`config.mk`:
```
export PLATFORM = sky130hd
export DESIGN_NAME = fft8_frame_loader_flat
export DESIGN_NICKNAME = d
export VERILOG_FILES = /design/src/rtl/fft8_frame_loader_if.sv /design/src/rtl/fft8_frame_loader.sv /design/src/flat_wrapper.sv
export SDC_FILE = /design/constraint.sdc
export NUM_CORES = 1
export LEC_CHECK = 0
export CORE_MARGIN = 5
export CORE_UTILIZATION = 35
export CTS_CLUSTER_DIAMETER = 150
export CTS_CLUSTER_SIZE = 20
export DETAILED_ROUTE_END_ITERATION = 6
export GPL_ROUTABILITY_DRIVEN = 0
export PLACE_DENSITY = 0.63
export SLEW_MARGIN = 0
export SYNTH_ARGS = -nofsm -noshare
export SYNTH_HDL_FRONTEND = slang
export SYNTH_SLANG_ARGS = --single-unit
```
`constraint.sdc`:
```
create_clock -name clk -period 2.8 [get_ports clk]
set_input_delay 0.7 -clock clk [delete_from_list [all_inputs] [get_ports clk]]
set_output_delay 0.7 -clock clk [all_outputs]
set_load 0.05 [all_outputs]
```
`src/rtl/fft8_frame_loader_if.sv`:
```
`default_nettype none
// ============================================================================
//  Module   : fft8_frame_loader_if
//  Purpose  : Bundles the sample stream, held-frame bus and status signals
//             between the fft8 frame loader and its neighbours.
//  Ports    : in_valid/in_ready/in_real/in_imag/in_last  - serial sample stream
//             frame_real/frame_imag/frame_valid/frame_ready - held 8-lane frame
//             fill_cnt  - index of next sample to be written
//             frame_err - one-cycle pulse on in_last misalignment
//  Modports : master - upstream sender / downstream consumer side
//             slave  - the frame loader itself
//  Revision : 1.0  initial release
// ============================================================================
interface fft8_frame_loader_if #(
    parameter int DATA_W = 32
);
    logic                  in_valid;
    logic                  in_ready;
    logic [DATA_W-1:0]     in_real;
    logic [DATA_W-1:0]     in_imag;
    logic                  in_last;
    logic [8*DATA_W-1:0]   frame_real;
    logic [8*DATA_W-1:0]   frame_imag;
    logic                  frame_valid;
    logic                  frame_ready;
    logic [2:0]            fill_cnt;
    logic                  frame_err;

    modport master (
        output in_valid, in_real, in_imag, in_last, frame_ready,
        input  in_ready, frame_real, frame_imag, frame_valid, fill_cnt, frame_err
    );

    modport slave (
        input  in_valid, in_real, in_imag, in_last, frame_ready,
        output in_ready, frame_real, frame_imag, frame_valid, fill_cnt, frame_err
    );
endinterface
`default_nettype wire

```
`src/rtl/fft8_frame_loader.sv`:
```
`default_nettype none
// ============================================================================
//  Module   : fft8_frame_loader
//  Purpose  : Serial-to-parallel feeder for a combinational 8-point FFT.
//             Complex samples arrive one per accepted cycle, are collected
//             into an 8-entry fill buffer, then moved as a whole into a hold
//             buffer whose lanes drive fft8 in_k_real / in_k_imag directly.
//             While one frame is held, the next one streams into the fill
//             buffer (fill + hold double buffering).
//  Ports    : clk    - rising-edge clock
//             rst_n  - asynchronous active-low reset
//             bus    - fft8_frame_loader_if.slave (sample stream in,
//                      held frame out, fill_cnt and frame_err status)
//  Params   : DATA_W     - real/imag sample width (Q(DATA_W-8).8, passed raw)
//             CHECK_LAST - 1: check in_last against sample index 7
//  Revision : 1.0  initial release
// ============================================================================
module fft8_frame_loader #(
    parameter int DATA_W     = 32,
    parameter bit CHECK_LAST = 1'b1
) (
    input  logic                 clk,
    input  logic                 rst_n,
    fft8_frame_loader_if.slave   bus
);

    localparam int         c_LANES    = 8;
    localparam logic [2:0] c_LAST_IDX = 3'd7;

    // ------------------------------------------------------------------
    // State
    // ------------------------------------------------------------------
    logic [c_LANES*DATA_W-1:0] r_fill_real;
    logic [c_LANES*DATA_W-1:0] r_fill_imag;
    logic [c_LANES*DATA_W-1:0] r_hold_real;
    logic [c_LANES*DATA_W-1:0] r_hold_imag;
    logic [2:0]                r_fill_cnt;
    logic                      r_fill_full;
    logic                      r_frame_valid;
    logic                      r_frame_err;

    // ------------------------------------------------------------------
    // Handshake decode
    // ------------------------------------------------------------------
    logic                      w_accept;
    logic                      w_transfer;
    logic                      w_consume;
    logic                      w_at_last_idx;
    logic                      w_early_last;
    logic                      w_missing_last;
    logic [c_LANES-1:0]        w_lane_we;

    // in_ready depends only on state so upstream never sees a
    // combinational path from its own in_valid.
    assign bus.in_ready   = !r_fill_full;
    assign w_accept       = bus.in_valid && !r_fill_full;
    assign w_consume      = r_frame_valid && bus.frame_ready;
    // Hold buffer is free when empty or being consumed on this same edge,
    // which lets a new frame replace the old one without a bubble.
    assign w_transfer     = r_fill_full && (!r_frame_valid || bus.frame_ready);

    assign w_at_last_idx  = (r_fill_cnt == c_LAST_IDX);
    assign w_early_last   = CHECK_LAST && bus.in_last && !w_at_last_idx;
    assign w_missing_last = CHECK_LAST && !bus.in_last;

    generate
        for (genvar k = 0; k < c_LANES; k++) begin : g_lane_we
            assign w_lane_we[k] = w_accept && (r_fill_cnt == 3'(k));
        end
    endgenerate

    // ------------------------------------------------------------------
    // Fill buffer: written one lane per accepted sample. Contents after a
    // misaligned in_last are don't-care; they get overwritten from lane 0.
    // ------------------------------------------------------------------
    always_ff @(posedge clk or negedge rst_n) begin
        if (!rst_n) begin
            r_fill_real <= '0;
            r_fill_imag <= '0;
        end else begin
            for (int k = 0; k < c_LANES; k++) begin
                if (w_lane_we[k]) begin
                    r_fill_real[k*DATA_W +: DATA_W] <= bus.in_real;
                    r_fill_imag[k*DATA_W +: DATA_W] <= bus.in_imag;
                end
            end
        end
    end

    // ------------------------------------------------------------------
    // Fill index, fill-full flag and framing error pulse
    // ------------------------------------------------------------------
    always_ff @(posedge clk or negedge rst_n) begin
        if (!rst_n) begin
            r_fill_cnt  <= 3'd0;
            r_fill_full <= 1'b0;
            r_frame_err <= 1'b0;
        end else begin
            r_frame_err <= 1'b0;
            // accept and transfer are mutually exclusive: accept needs
            // !fill_full, transfer needs fill_full.
            if (w_accept) begin
                if (w_early_last) begin
                    // Partial frame is abandoned; restart at lane 0.
                    r_fill_cnt  <= 3'd0;
                    r_frame_err <= 1'b1;
                end else if (w_at_last_idx) begin
                    // Frame still completes even when in_last is absent.
                    r_fill_cnt  <= 3'd0;
                    r_fill_full <= 1'b1;
                    r_frame_err <= w_missing_last;
                end else begin
                    r_fill_cnt  <= r_fill_cnt + 3'd1;
                end
            end else if (w_transfer) begin
                r_fill_full <= 1'b0;
            end
        end
    end

    // ------------------------------------------------------------------
    // Hold buffer: changes only on transfer, so the frame is stable for
    // as long as it waits for frame_ready.
    // ------------------------------------------------------------------
    always_ff @(posedge clk or negedge rst_n) begin
        if (!rst_n) begin
            r_hold_real   <= '0;
            r_hold_imag   <= '0;
            r_frame_valid <= 1'b0;
        end else begin
            if (w_transfer) begin
                r_hold_real   <= r_fill_real;
                r_hold_imag   <= r_fill_imag;
                r_frame_valid <= 1'b1;
            end else if (w_consume) begin
                r_frame_valid <= 1'b0;
            end
        end
    end

    // ------------------------------------------------------------------
    // Outputs
    // ------------------------------------------------------------------
    assign bus.frame_real  = r_hold_real;
    assign bus.frame_imag  = r_hold_imag;
    assign bus.frame_valid = r_frame_valid;
    assign bus.fill_cnt    = r_fill_cnt;
    assign bus.frame_err   = r_frame_err;

endmodule
`default_nettype wire

```
`src/flat_wrapper.sv`:
```
// flat-port wrapper written by rule: the top's interface ports become plain ports
module fft8_frame_loader_flat 
#(
    parameter int DATA_W     = 32,
    parameter bit CHECK_LAST = 1'b1
)
  (clk, rst_n, bus_in_valid, bus_in_real, bus_in_imag, bus_in_last, bus_frame_ready, bus_in_ready, bus_frame_real, bus_frame_imag, bus_frame_valid, bus_fill_cnt, bus_frame_err);
  fft8_frame_loader_if #(.DATA_W(DATA_W)) bus_i ();
  input  logic clk;
  input  logic rst_n;
  input wire logic [$bits(bus_i.in_valid)-1:0] bus_in_valid;
  input wire logic [$bits(bus_i.in_real)-1:0] bus_in_real;
  input wire logic [$bits(bus_i.in_imag)-1:0] bus_in_imag;
  input wire logic [$bits(bus_i.in_last)-1:0] bus_in_last;
  input wire logic [$bits(bus_i.frame_ready)-1:0] bus_frame_ready;
  output wire logic [$bits(bus_i.in_ready)-1:0] bus_in_ready;
  output wire logic [$bits(bus_i.frame_real)-1:0] bus_frame_real;
  output wire logic [$bits(bus_i.frame_imag)-1:0] bus_frame_imag;
  output wire logic [$bits(bus_i.frame_valid)-1:0] bus_frame_valid;
  output wire logic [$bits(bus_i.fill_cnt)-1:0] bus_fill_cnt;
  output wire logic [$bits(bus_i.frame_err)-1:0] bus_frame_err;
  assign bus_i.in_valid = bus_in_valid;
  assign bus_i.in_real = bus_in_real;
  assign bus_i.in_imag = bus_in_imag;
  assign bus_i.in_last = bus_in_last;
  assign bus_i.frame_ready = bus_frame_ready;
  assign bus_in_ready = bus_i.in_ready;
  assign bus_frame_real = bus_i.frame_real;
  assign bus_frame_imag = bus_i.frame_imag;
  assign bus_frame_valid = bus_i.frame_valid;
  assign bus_fill_cnt = bus_i.fill_cnt;
  assign bus_frame_err = bus_i.frame_err;
  fft8_frame_loader #(.DATA_W(DATA_W), .CHECK_LAST(CHECK_LAST)) u_core (.clk(clk), .rst_n(rst_n), .bus(bus_i));
endmodule
```
Word-level counts from Yosys, hierarchy flattened --
Cells that the tools add are included.
Word-level totals: bits in registers 1030, input bits 69, output and inout port bits 518, logic and storage cells 64
Cells by class: add/sub/neg operators 1, equal/unequal tests 9, multiplexer cells 11, reductions and logical operators 21
Operators with widths (count):
- 3-bit equality test (second input constant) | 4
- 1-bit logical AND | 12
- 1-bit two-way mux | 9
- 3-bit by 2-bit equality test with 1-bit output (second input constant) | 2
- 3-bit two-way mux | 2
- 1-bit logical NOT | 4
- 2-bit != test (second input constant) | 2
- 2-bit nonzero test | 2
- 3-bit by 1-bit adder with 3-bit output (second input constant) | 1
- 3-bit by 1-bit equality test with 1-bit output (second input constant) | 1
- 3-bit logical NOT | 1
- 3-bit AND reduction | 1
- 1-bit logical OR | 1

Logic depth before layout (Yosys ltp) --
word-level depth 5, depth in mapped cells 7

Worst setup path before layout --
Ideal clock, no wire load.
path kind register to register, from register u_core.r_fill_cnt[0], in the netlist u_core.bus.fill_cnt[0], to register u_core.r_fill_imag[224], arrival time 1.924 ns, required time 2.675 ns, setup slack 0.751 ns, cell stages (with the launch flop) 6, period minus slack after synthesis 2.049 ns, cells stage by stage dfrtp_1 > ha_1 > ha_1 > nand3_1 > buf_2 > mux2_2
Between the ends: cells in the longest elaborated chain, start to end 2
RTL lines:
- from (decl) | line fft8_frame_loader.sv:37 | logic [2:0] r_fill_cnt;
- from (signal assigned) | line fft8_frame_loader.sv:113 | r_fill_cnt <= r_fill_cnt + 3'd1;
- 3-bit equality test | line fft8_frame_loader.sv:68 | assign w_lane_we[k] = w_accept && (r_fill_cnt == 3'(k));
- 1-bit logical AND | line fft8_frame_loader.sv:68
- to (signal, indexed assignment) | line fft8_frame_loader.sv:84 | r_fill_imag[k*DATA_W +: DATA_W] <= bus.in_imag;
- to (decl) | line fft8_frame_loader.sv:34 | logic [c_LANES*DATA_W-1:0] r_fill_imag;
Every way passes these cells. A chain may end at the register's enable or synchronous reset.

Final worst setup path --
from register u_core.r_fill_full, to output port bus_in_ready
Between the ends: cells in the longest elaborated chain, start to end 1
RTL lines:
- from (decl) | line fft8_frame_loader.sv:38 | logic r_fill_full;
- from (signal assigned) | line fft8_frame_loader.sv:96 | r_fill_full <= 1'b0;
- from (signal assigned) | line fft8_frame_loader.sv:110 | r_fill_full <= 1'b1;
- from (signal assigned) | line fft8_frame_loader.sv:116 | r_fill_full <= 1'b0;
- 1-bit logical NOT | line fft8_frame_loader.sv:55 | assign bus.in_ready = !r_fill_full;
- to (decl) | line flat_wrapper.sv:16 | output wire logic [$bits(bus_i.in_ready)-1:0] bus_in_ready;
Every way passes these cells.

==> results by group <==
Status
  • Status: complete, no violations

Logic synthesis
  • Post-Synth Adder-Cell Area: 0.261%
  • XOR/XNOR Fraction of Synth Area: 0%
  • Mux cell area share after synthesis: 30.3%
  • Mapped cell area: 38400 um2
  • Sequential area share after synthesis: 67.1%
  • Synth Warn #: 0
  • Seq cells post-synth: 1030
  • Largest family of logic cells by synthesized area: multiplexers
  • Post-synthesis simple-gate area fraction: 0.482%
  • Post-Syn Instances: 2202
  • Syn Nets: 2279
  • Compound-Gate Fraction of Synth Area: 0.0521%
  • Unique masters post-synth: 24
  • Post-Syn Area per Cell: 17.4 um2

Global route
  • Vias in the first global route: 23300
  • GRT overflow: 0
  • Total track usage: 17.3%
  • First-pass GRT wire length: 154 mm
  • Largest net degree at the start of global routing: 91
  • Initial antenna violation count: 6

STA
  • Final Setup Violations: 0
  • F_max: 0.367 GHz
  • Worst setup margin: 0.0784 ns
  • Period utilisation layout: 97.2%
  • RSZ-0062 raised after global routing: no
  • Fin. max-slew vios: 0
  • Min cycle time layout: 2.72 ns
  • Final-report hold violation count: 0
  • Max-Slew Margin vs Limit: 43.6%
  • Max Clock Skew: 0.0261 ns
  • Least-Margin Pin Slew: 0.843 ns
  • Setup TNS: 0 ns

Floorplanning
  • Die Area: 116000 um2
  • Core region area: 109000 um2
  • Ports: 587
  • Initial core utilization: 35.2%
  • Die X: 341 um
  • Die Span Y: 341 um
  • Num rows: 121

Pwr
  • Clock network fraction of design power: 23.9%
  • Pwr Density: 729 nW/um2
  • Max VDD drop: 0.457 mV
  • Reg power frac: 57.2%
  • Switching power: 9.70 mW
  • Switch share: 27.6%
  • Internal power: 25.4 mW
  • Logic pwr share: 19.0%
  • Leak: 22.8 nW

Drt
  • DR vias: 21000
  • Drt wl/cell: 24.1 um
  • Antenna-violating nets left: 0
  • TritonRoute pass-1 iters: 4
  • DRC: 0
  • Vias per Instance: 4.93
  • Initial drt markers: 890
  • Wirelength, routed: 102 mm

Setup path
  • Critical-path top delay cell: clkdlybuf4s50_1
  • Worst Path Buf+Inv: 2
  • CP delay by family, top: buffers and inverters
  • WS Path Type: flop to primary output
  • Crit. End Element: primary output
  • Crit path max fanout: 2
  • Largest stage delay, worst path: 0.83 ns
  • Worst EP arrival: 2.02 ns
  • Worst-path cell chain: inv_1 > clkdlybuf4s50_1
  • Worst EP required: 2.10 ns
  • Critical path launch point type: flop

Clocking
  • CTS Sinks: 1030
  • CTS tree: done
  • Num CTS Buffers: 57
  • Clock root buffer: clkbuf_16
  • Clock latency on the worst-skew pair: 0.67 ns
  • H-Tree Level Count: 2
  • CTS-repair resized insts: 0
  • Hold-fix buffers, CTS: 0
  • Clock Path Buffers: 3
  • Post-CTS Setup Bufs: 0
  • CTS clk-pin slew, worst paths: 0.08 ns

Placed design
  • Detailed placement HPWL: 71.4 mm
  • Buffers on Ports: 586
  • Setup WS pre-CTS: 0.0997 ns
  • Inst Count DP: 4187

Final layout
  • Most common cell after layout, fill and taps aside: dfrtp_1
  • Fin util: 44.1%
  • Final nets: 2909
  • Sequential Area: 25800 um2
  • Most frequent cells in the layout: 1030 x dfrtp_1, 982 x mux2_2, 583 x clkdlybuf4s50_1, 57 x clkbuf_16, 54 x buf_4
  • Area of the multi-input gates: 12000 um2
  • Area Growth Syn to Fin: 25.2%
  • Layout cells sized above 1: 41.6%
  • Post-Layout Cell Count: 4249
  • Fill count: 9536

Run
  • Number of max-cap violations: 0

Hold path
  • Path type of the worst min-delay path: input port to async pin
## metal layers
| layer | wire length (um) | track usage [%] |
|---|---|---|
| met1 | 44900 | 23.5 |
| met2 | 47100 | 27.5 |
| met3 | 8380 | 5.57 |
| met4 | 1940 | 3.61 |
| met5 | 0 | 0 |
## final timing paths
| kind | slack, ns | startpoint | depth (start not counted) | end |
|---|---|---|---|---|
| max | 0.08 | u_core.r_fill_full$_DFFE_PN0P_ | 2 | bus_in_ready |
| min | 0.05 | rst_n | 1 | u_core.r_fill_imag[15]$_DFFE_PN0P_ |
| min in group clk | 0.49 | u_core.r_fill_imag[182]$_DFFE_PN0P_ | 1 | u_core.bus.frame_imag[182]$_DFFE_PN0P_ |
| max in group asynchronous | 1.78 | rst_n | 2 | u_core.bus.frame_imag[2]$_DFFE_PN0P_ |
| max reg2reg | 0.78 | u_core.r_fill_full$_DFFE_PN0P_ | 6 | u_core.r_fill_real[195]$_DFFE_PN0P_ |
| min reg2reg | 0.49 | u_core.r_fill_imag[182]$_DFFE_PN0P_ | 1 | u_core.bus.frame_imag[182]$_DFFE_PN0P_ |
## state kept, by name, summed over array words and instances (netlist names)
register / cells
u_core.bus.frame_imag: 256
u_core.bus.fill_cnt: 3
u_core.r_fill_full: 1
u_core.r_fill_imag: 256
u_core.bus.frame_real: 256
u_core.bus.frame_err: 1
u_core.bus.frame_valid: 1
u_core.r_fill_real: 256
## stage by stage
stage / power [mW] / hold WS (ns) / area, um2
after floorplan: 24.3 / 0.404 / 38400
after global placement: 26.6 / 0.466 / 46600
after detailed placement: 27.1 / 0.475 / 46600
after CTS: 35.5 / 0.0253 / 48100
after global routing: 36.8 / 0.0412 / 48100
final: 35.1 / 0.0454 / 48100
## power groups by stage
stage               combinational (mW)  sequential, mW  clock [mW]
global route                      7.18            20.4        9.14
CTS                               6.77            20.1        8.69
global placement                  6.49            20.1           0
detailed placement                6.75            20.4           0
finish                            6.65            20.1        8.37
floorplan                         3.42            20.9           0
## area by class of cell
cell class	count	area share [%]
diodes	2	0.0104
clock buffers	57	2.97
clock inverters	3	0.107
inverters	5	0.0390
multi-input cells	1059	24.9
flip-flops and latches	1030	53.6
well taps	1414	3.68
repair buffers	679	14.7
## cell usage after synthesis
cell	number	area, um2
o21ai_0	4	20.0
inv_1	5	18.8
mux2_4	30	450
buf_4	3	22.5
or4_1	1	7.51
and3_4	1	11.3
nand2_1	4	15.0
nor2b_1	1	6.26
buf_2	83	415
nor3_4	2	32.5
nand3_1	3	15.0
nor2_1	3	11.3
nand3_4	3	52.6
buf_6	12	135
clkbuf_8	6	82.6
nand2_2	1	6.26
mux2_1	12	135
or3_1	1	6.26
ha_1	8	100
and2b_2	1	8.76
mux2_2	982	11100
dfrtp_1	1030	25800
nand2b_1	2	12.5
clkbuf_1	4	15.0
## kinds of logic after synthesis
logic type	after synthesis
AOI/OAI and AO/OA	4
adders and majority gates	8
buffers and inverters	113
DFF	1030
muxes	1024
and+or+nand+nor	23
(Power assumes the default switching activity.)
